--- config.mk ---
export PLATFORM = sky130hd
export DESIGN_NAME = muldiv_sequencer
export DESIGN_NICKNAME = d
export VERILOG_FILES = /design/src/rtl/mdu_pkg.sv /design/src/rtl/mdu_iter_step.sv /design/src/rtl/muldiv_sequencer.sv
export SDC_FILE = /design/constraint.sdc
export NUM_CORES = 1
export LEC_CHECK = 0
export ABC_CLOCK_PERIOD_IN_PS = 6800
export CELL_PAD_IN_SITES_DETAIL_PLACEMENT = 1
export CELL_PAD_IN_SITES_GLOBAL_PLACEMENT = 1
export CORE_MARGIN = 4
export CORE_UTILIZATION = 43
export CTS_CLUSTER_SIZE = 8
export DETAILED_ROUTE_END_ITERATION = 6
export GPL_TIMING_DRIVEN = 0
export PLACE_DENSITY = 0.82
export REMOVE_ABC_BUFFERS = 1
export SETUP_SLACK_MARGIN = 0.2
export SLEW_MARGIN = 30
export SYNTH_ARGS = -nofsm -noshare
export SYNTH_HDL_FRONTEND = slang
export SYNTH_SLANG_ARGS = --single-unit
--- constraint.sdc ---
create_clock -name clk -period 6.8 [get_ports clk]
set_input_delay 1.36 -clock clk [delete_from_list [all_inputs] [get_ports clk]]
set_output_delay 1.36 -clock clk [all_outputs]
set_load 0.01 [all_outputs]
--- src/rtl/mdu_pkg.sv ---
// Shared op codes, FSM states and sizing helpers for the multiply/divide sequencer.
// Divide support is compiled in only when MULDIV_DIV_EN is defined.
package mdu_pkg;

  localparam int unsigned MDU_WIDTH = 32;

  typedef enum logic [2:0] {
    MDU_NOP   = 3'd0,
    MDU_MULT  = 3'd1,
    MDU_MULTU = 3'd2,
    MDU_DIV   = 3'd3,
    MDU_DIVU  = 3'd4,
    MDU_MTHI  = 3'd5,
    MDU_MTLO  = 3'd6,
    MDU_RSVD  = 3'd7
  } mdu_op_e;

  typedef enum logic [1:0] {
    S_IDLE = 2'd0,
    S_RUN  = 2'd1,
    S_FIX  = 2'd2
  } mdu_state_e;

  function automatic int unsigned cnt_width(input int unsigned w);
    return (w > 1) ? $clog2(w) : 1;
  endfunction

  localparam int unsigned MDU_CNT_W = cnt_width(MDU_WIDTH);

  // Ops that launch the iterative datapath in this build.
  function automatic logic op_starts(input logic [2:0] op);
`ifdef MULDIV_DIV_EN
    return (op == MDU_MULT) || (op == MDU_MULTU) || (op == MDU_DIV) || (op == MDU_DIVU);
`else
    return (op == MDU_MULT) || (op == MDU_MULTU);
`endif
  endfunction

  // Ops that must be held off while an operation is in flight.
  function automatic logic op_active(input logic [2:0] op);
    return op_starts(op) || (op == MDU_MTHI) || (op == MDU_MTLO);
  endfunction

endpackage

--- src/rtl/mdu_iter_step.sv ---
// One combinational radix-2 iteration: shift-add multiply, or restoring divide step.
// The divide path exists only when MULDIV_DIV_EN is defined.
module mdu_iter_step
  import mdu_pkg::*;
#(
  parameter int unsigned WIDTH = MDU_WIDTH
) (
`ifdef MULDIV_DIV_EN
  input  logic                 div_mode,
`endif
  input  logic [2*WIDTH-1:0]   acc,
  input  logic [WIDTH-1:0]     m,
  output logic [2*WIDTH-1:0]   acc_next
);

  logic [WIDTH:0] mul_sum;
`ifdef MULDIV_DIV_EN
  logic [WIDTH:0] shifted;
  logic [WIDTH:0] diff;
  logic           fits;
`endif

  always_comb begin
    // acc = {partial product, remaining multiplier bits}
    mul_sum  = {1'b0, acc[2*WIDTH-1:WIDTH]} + (acc[0] ? {1'b0, m} : '0);
    acc_next = {mul_sum, acc[WIDTH-1:1]};
`ifdef MULDIV_DIV_EN
    // acc = {partial remainder, dividend bits / quotient bits}
    shifted = {acc[2*WIDTH-1:WIDTH], acc[WIDTH-1]};
    diff    = shifted - {1'b0, m};
    fits    = (shifted >= {1'b0, m});
    if (div_mode) begin
      if (fits) acc_next = {diff[WIDTH-1:0], acc[WIDTH-2:0], 1'b1};
      else      acc_next = {shifted[WIDTH-1:0], acc[WIDTH-2:0], 1'b0};
    end
`endif
  end

endmodule

--- src/rtl/muldiv_sequencer.sv ---
// Multi-cycle MULT/MULTU/DIV/DIVU unit with architectural HI/LO and pipeline stall.
// DIV/DIVU are built only when MULDIV_DIV_EN is defined; otherwise they act as NOP.
module muldiv_sequencer
  import mdu_pkg::*;
#(
  parameter int unsigned WIDTH = MDU_WIDTH
) (
  input  logic             clk,
  input  logic             rst,
  input  logic [2:0]       op,
  input  logic [WIDTH-1:0] a,
  input  logic [WIDTH-1:0] b,
  input  logic             rd_req,
  input  logic             cancel,
  output logic [WIDTH-1:0] hi,
  output logic [WIDTH-1:0] lo,
  output logic             busy,
  output logic             stall
);

  localparam int unsigned CNT_W = cnt_width(WIDTH);

  mdu_state_e           state;
  logic [CNT_W-1:0]     cnt;
  logic [2*WIDTH-1:0]   acc;
  logic [2*WIDTH-1:0]   acc_next;
  logic [WIDTH-1:0]     mb;
  logic                 neg_a;
  logic                 neg_b;
  logic                 signed_op;
  logic [WIDTH-1:0]     a_mag;
  logic [WIDTH-1:0]     b_mag;
  logic [2*WIDTH-1:0]   prod_fix;
`ifdef MULDIV_DIV_EN
  logic                 is_div;
  logic [WIDTH-1:0]     q_fix;
  logic [WIDTH-1:0]     r_fix;
`endif

  assign busy  = (state != S_IDLE);
  assign stall = busy & (op_active(op) | rd_req);

  // Operand magnitudes; 0x80..0 stays as the unsigned value 2^(WIDTH-1).
  always_comb begin
`ifdef MULDIV_DIV_EN
    signed_op = (op == MDU_MULT) || (op == MDU_DIV);
`else
    signed_op = (op == MDU_MULT);
`endif
    a_mag = (signed_op && a[WIDTH-1]) ? WIDTH'(-a) : a;
    b_mag = (signed_op && b[WIDTH-1]) ? WIDTH'(-b) : b;
  end

  // Sign correction applied in FIX.
  always_comb begin
    prod_fix = (neg_a ^ neg_b) ? (2*WIDTH)'(-acc) : acc;
`ifdef MULDIV_DIV_EN
    q_fix = (neg_a ^ neg_b) ? WIDTH'(-acc[WIDTH-1:0]) : acc[WIDTH-1:0];
    r_fix = neg_a ? WIDTH'(-acc[2*WIDTH-1:WIDTH]) : acc[2*WIDTH-1:WIDTH];
`endif
  end

  mdu_iter_step #(.WIDTH(WIDTH)) u_step (
`ifdef MULDIV_DIV_EN
    .div_mode (is_div),
`endif
    .acc      (acc),
    .m        (mb),
    .acc_next (acc_next)
  );

  always_ff @(posedge clk or posedge rst) begin
    if (rst) begin
      state <= S_IDLE;
      cnt   <= '0;
      acc   <= '0;
      mb    <= '0;
      neg_a <= 1'b0;
      neg_b <= 1'b0;
      hi    <= '0;
      lo    <= '0;
`ifdef MULDIV_DIV_EN
      is_div <= 1'b0;
`endif
    end else begin
      case (state)
        S_IDLE: begin
          if (!cancel) begin
            if (op_starts(op)) begin
              acc   <= {{WIDTH{1'b0}}, a_mag};
              mb    <= b_mag;
              neg_a <= signed_op & a[WIDTH-1];
              neg_b <= signed_op & b[WIDTH-1];
              cnt   <= '0;
              state <= S_RUN;
`ifdef MULDIV_DIV_EN
              is_div <= (op == MDU_DIV) || (op == MDU_DIVU);
`endif
            end else if (op == MDU_MTHI) begin
              hi <= a;
            end else if (op == MDU_MTLO) begin
              lo <= a;
            end
          end
        end
        S_RUN: begin
          if (cancel) begin
            state <= S_IDLE;
          end else begin
            acc <= acc_next;
            cnt <= cnt + CNT_W'(1);
            if (cnt == CNT_W'(WIDTH - 1)) state <= S_FIX;
          end
        end
        S_FIX: begin
          if (!cancel) begin
`ifdef MULDIV_DIV_EN
            if (is_div) begin
              hi <= r_fix;
              lo <= q_fix;
            end else begin
              {hi, lo} <= prod_fix;
            end
`else
            {hi, lo} <= prod_fix;
`endif
          end
          state <= S_IDLE;
        end
        default: state <= S_IDLE;
      endcase
    end
  end

endmodule

Word-level counts from Yosys, hierarchy flattened
Index checks and enable logic that the tools add are counted.
Cells by class
  add/sub/neg operators: 5
  $mul: 0
  divide/modulo/power cells: 0
  order comparisons: 0
  eq/ne operators: 16
  shift operators: 0
  muxes and demuxes: 28
  bitwise logic cells: 6
  reductions and logical operators: 14
Operators with widths (count)
  32-bit two-way mux: 12
  64-bit two-way mux: 4
  32-bit case mux with 2 select lines: 2
  64-bit case mux with 2 select lines: 1
  32-bit negation: 2
  64-bit negation: 1
  32-bit by 33-bit adder with 33-bit output: 1
  2-bit != test, second input constant: 8
  5-bit two-way mux: 3
  5-bit case mux with 2 select lines: 1
  2-bit two-way mux: 4
  3-bit == test, second input constant: 2
  3-bit AND reduction: 2
  6-bit AND reduction: 1
  2-bit nonzero test: 3
  5-bit by 1-bit adder with 5-bit output, second input constant: 1
  5-bit == test, second input constant: 1
  5-bit AND reduction: 1
  2-bit case mux with 2 select lines: 1
  4-bit AND reduction: 1
  1-bit AND: 3
  3-bit by 1-bit == test with 1-bit output, second input constant: 1
  3-bit by 2-bit == test with 1-bit output, second input constant: 1
  1-bit logical OR: 3
  8 further kinds: 9
Storage, ports and cells
  register bits after elaboration: 169
  bits in latches: 0
  memory bits (writable): 0
  memory bits (read-only): 0
  input bits: 71
  output and inout port bits: 66
  memories: 0

Logic depth before layout (Yosys ltp)
  word-level depth: 6
  depth in mapped cells: 14

Modules after synthesis
From an unflattened synthesis, not the netlist that was laid out.
Second synthesis, totals
  cells, all modules: 1471
  area total of the unflattened synthesis: 12191.7 µm²
By module, submodules not included
  muldiv_sequencer: instances 1, cells each 1118, area an instance 9763.1 µm², sequential area each 4229.1 µm²
  mdu_iter_step: instances 1, cells each 353, area an instance 2428.6 µm², sequential area each 0.0 µm²

Least setup slack after synthesis
Ideal clock, no wire load.
  path kind: input-to-reg
  from: input port a[10]
  to: register acc[31]
  library setup time: 0.067 ns
  arrival time: 3.259 ns
  required time: 6.733 ns
  path slack: 3.474 ns
  stages: 8
  buffers on the path: 0
  cell sequence: or3_1 > nor3_1 > nand2b_1 > nand2b_1 > nor4_1 > nand4b_1 > a211oi_1 > a221o_1
On the way
  cells in the longest elaborated chain, start to end: 5
RTL lines
  start: declaration: line muldiv_sequencer.sv:11  | input logic [WIDTH-1:0] a,
  32-bit negation: line muldiv_sequencer.sv:50  | a_mag = (signed_op && a[WIDTH-1]) ? WIDTH'(-a) : a;
  32-bit two-way mux: line muldiv_sequencer.sv:50
  64-bit two-way mux: line muldiv_sequencer.sv:89  | if (op_starts(op)) begin
  64-bit two-way mux: line muldiv_sequencer.sv:88  | if (!cancel) begin
  64-bit case mux with 2 select lines: line muldiv_sequencer.sv:86  | case (state)
  end signal: assignment: line muldiv_sequencer.sv:90  | acc <= {{WIDTH{1'b0}}, a_mag};
  end signal: assignment: line muldiv_sequencer.sv:110  | acc <= acc_next;
  end: declaration: line muldiv_sequencer.sv:25  | logic [2*WIDTH-1:0] acc;
No other way between the ends. The select of a mux whose other input is x is not followed.
A chain may end at the register's enable or synchronous reset.

Worst setup path after layout
  from: input port a[2]
  to: register acc[31]
The elaborated chain is that of the path after synthesis.

==> impl_metrics.ini <==
[run_status]
outcome = finished with violations
violations = DRC

[finish]
drive_above_1_share_pct = 5.57
nets = 1570
fillerInstances = 3074
area_delta_synth_final_pct = 21.9
post-route-util_pct = 53.1
final_cell_area_sq_um = 13800
diodes = 0

[sta]
rsz0062_at_grt = false
drv_slew = 0
setup_viol_count_final = 0
fin_skew_ps = 11.4
fin_crit_ps = 4530
post-route-period-util_pct = 66.6
fmax_mhz = 221
slew_headroom_pct = 37.0
finalHoldViolCount = 0
tightest_slew_ps = 937
setup_ws_ps = 2270
timing.hold.ws_ps = 470

[routing]
drt_pre_antenna_iters = 7
drc = 2
routedWlPerCell_um = 20.6
drtIter0Drc = 867
drt-total-wl_mm = 37.3
drtAntennaViolNets = 0
vias = 10861
routed_via_density = 6.01

[global_route]
grt_usage_pct = 25.5
grt_max_degree = 76
grt_overflow = 0
antenna_found_initial = 0
grt_pass1_vias = 11386
grt_pass1_wl_mm = 59.8

[synth]
synth_cells = 1358
synth-async-reset-ratio_pct = 100
synth-main-ff-cell = dfrtp_1
ys_warn_count = 0
synth_edf_count = 0
syn_area_per_cell_sq_um = 8.32
synth_seq_cells = 169
synthDistinctLibCells = 61
syn_area_sq_um = 11300
ys_seq_area_share_pct = 37.5

[power_and_ir_drop]
total_power_uw = 3800
peakVddDrop_uv = 149
p_per_area_nw_per_um2 = 276
p_leak_uw = 0.00586

[clocking]
ctsHoldBuffers = 0
clock-sinks = 169
post_cts_resized = 0
cts_setup_buffers = 0
ctsHtreeMaxLevel = 4
cts-root-buf = clkbuf_16
cts_tree = done
clk_pin_slew_ps = 70
clock_path_buffers = 2
clkLatencyLatePin_ps = 440
cts_buffers = 17

[setup_path]
cp_max_fo = 5
reg2reg_slack_ps = 2890
criticalPathCategory = in -> reg
worstSetupEndpointType = flop
crit_path_start_kind = input pin
cp.required_ps = 7170
worstPathArrival_ps = 4900
critPathCapture = acc[31]$_DFFE_PP0P_
startpoint = a[2]
r2r_end = hi[26]$_DFFE_PP0P_
r2r-start = acc[0]$_DFFE_PP0P_
ff2ff_path_depth = 10

[floorplanning]
die_height_um = 170
row_count = 59
start_util_pct = 43.6
core_area_sq_um = 25900
io_pins = 137
die_area_sq_um = 28900
die_x_um = 170

[placed_design]
dp_hpwl_mm = 27.7
portBuffers = 136
postPlaceCellArea_sq_um = 13200
pre_cts_ws_ps = 1940
gp_congestion = 0.892

[job]
max-cap-violations = 0

[worst_hold_path]
hp-class = reg -> reg
-- layout make-up --
| type | instances | area [sq um] | area share [%] |
|---|---|---|---|
| Clock buffer | 17 | 425 | 3.09 |
| Clock inverter | 14 | 149 | 1.08 |
| Inverter | 32 | 128 | 0.927 |
| Multi-Input combinational cell | 1085 | 6770 | 49.2 |
| Sequential cell | 169 | 4230 | 30.7 |
| Tap cell | 335 | 419 | 3.04 |
| Timing Repair Buffer | 154 | 1650 | 12.0 |
-- how the worst min path moves through the flow --
stage                        from                  to  cells after the start
2_1_floorplan  mb[31]$_DFFE_PP0P_  mb[31]$_DFFE_PP0P_                      2
3_3_place_gp   mb[31]$_DFFE_PP0P_  mb[31]$_DFFE_PP0P_                      2
3_5_place_dp   mb[31]$_DFFE_PP0P_  mb[31]$_DFFE_PP0P_                      2
4_1_cts        mb[31]$_DFFE_PP0P_  mb[31]$_DFFE_PP0P_                      2
5_1_grt         lo[1]$_DFFE_PP0P_   lo[1]$_DFFE_PP0P_                      1
6_report       mb[31]$_DFFE_PP0P_  mb[31]$_DFFE_PP0P_                      2
-- cell usage after synthesis (3+ instances only) --
master | number | area share, %
a211oi_1 | 4 | 0.27
a21boi_0 | 4 | 0.27
a21o_1 | 18 | 1.2
a21oi_1 | 75 | 3.3
a221oi_1 | 12 | 0.93
a22o_1 | 5 | 0.39
a22oi_1 | 31 | 2.1
a31oi_1 | 15 | 0.83
and2_1 | 36 | 2.0
and3_1 | 13 | 0.72
buf_1 | 3 | 0.10
buf_2 | 3 | 0.13
clkbuf_1 | 66 | 2.2
dfrtp_1 | 169 | 37
ha_1 | 39 | 4.3
inv_1 | 32 | 1.1
nand2_1 | 166 | 5.5
nand2b_1 | 10 | 0.55
nand3_1 | 24 | 1.1
nand4_1 | 5 | 0.28
nor2_1 | 139 | 4.6
nor2b_1 | 5 | 0.28
nor3_1 | 34 | 1.5
nor4_1 | 14 | 0.78
o2111ai_1 | 5 | 0.39
o21a_1 | 4 | 0.27
o21ai_0 | 141 | 6.2
o21bai_1 | 4 | 0.27
o31ai_1 | 68 | 4.5
o41ai_1 | 9 | 0.70
or2_2 | 5 | 0.28
or3_1 | 10 | 0.55
or4_1 | 15 | 1.0
or4_4 | 3 | 0.30
xnor2_1 | 82 | 6.4
xor2_1 | 58 | 4.5
-- routing by layer --
| metal | GRT usage (%) | vias up | routed length, um |
|---|---|---|---|
| li1 | - | 5070 | - |
| met1 | 33.5 | 5385 | 16200 |
| met2 | 43.4 | 336 | 18200 |
| met3 | 3.34 | 70 | 1810 |
| met4 | 9.31 | 0 | 1050 |
| met5 | 0 | - | 0 |
-- kinds of logic after synthesis --
family          share of synthesized area, %
compound gates                          23.1
xor+xnor                                10.9
fa+ha+maj                               4.50
buf+inv                                 3.49
flops                                   37.5
mux                                    0.188
simple gates                            20.4
-- flip-flops by register name, summed over array words and instances (netlist names) --
signal  count
neg_b       1
hi         32
mb         32
state       2
lo         32
acc        64
cnt         5
neg_a       1
-- placed cells by master (no fill, tap or decap), types with 12 or more instances in the layout --
master / count
dfrtp_1: 168
nand2_1: 163
o21ai_0: 141
nor2_1: 138
clkdlybuf4s50_1: 136
xnor2_1: 81
a21oi_1: 75
o31ai_1: 68
xor2_1: 57
ha_1: 39
and2_1: 36
inv_1: 31
nor3_1: 31
a22oi_1: 31
nand3_1: 24
a21o_1: 18
clkbuf_16: 17
or4_1: 15
a31oi_1: 15
nor4_1: 13
and3_1: 13
a221oi_1: 12
-- critical path, cell delays in order --
cell and delay, ps:
clkdlybuf4s50_1 510, nor3_1 500, nand3_1 250, nand2b_1 240, nand2b_1 260, nor4_1 810
nand4b_1 270, a211oi_1 510, a221o_1 180
-- where the power goes --
group	leakage, uW	internal (uW)	switching, uW	total [uW]
combinational	0.00343	606	703	1310
sequential	0.00216	1230	272	1500
clock	0.000272	542	441	983
total	0.00586	2380	1420	3800
-- through the flow --
step                      cells  TNS, ps
after floorplan            1286        0
after global placement     1757  -274670
after detailed placement   1775        0
after CTS                  1806        0
after global routing       1806        0
final                      1806        0
(Power assumes the default switching activity.)
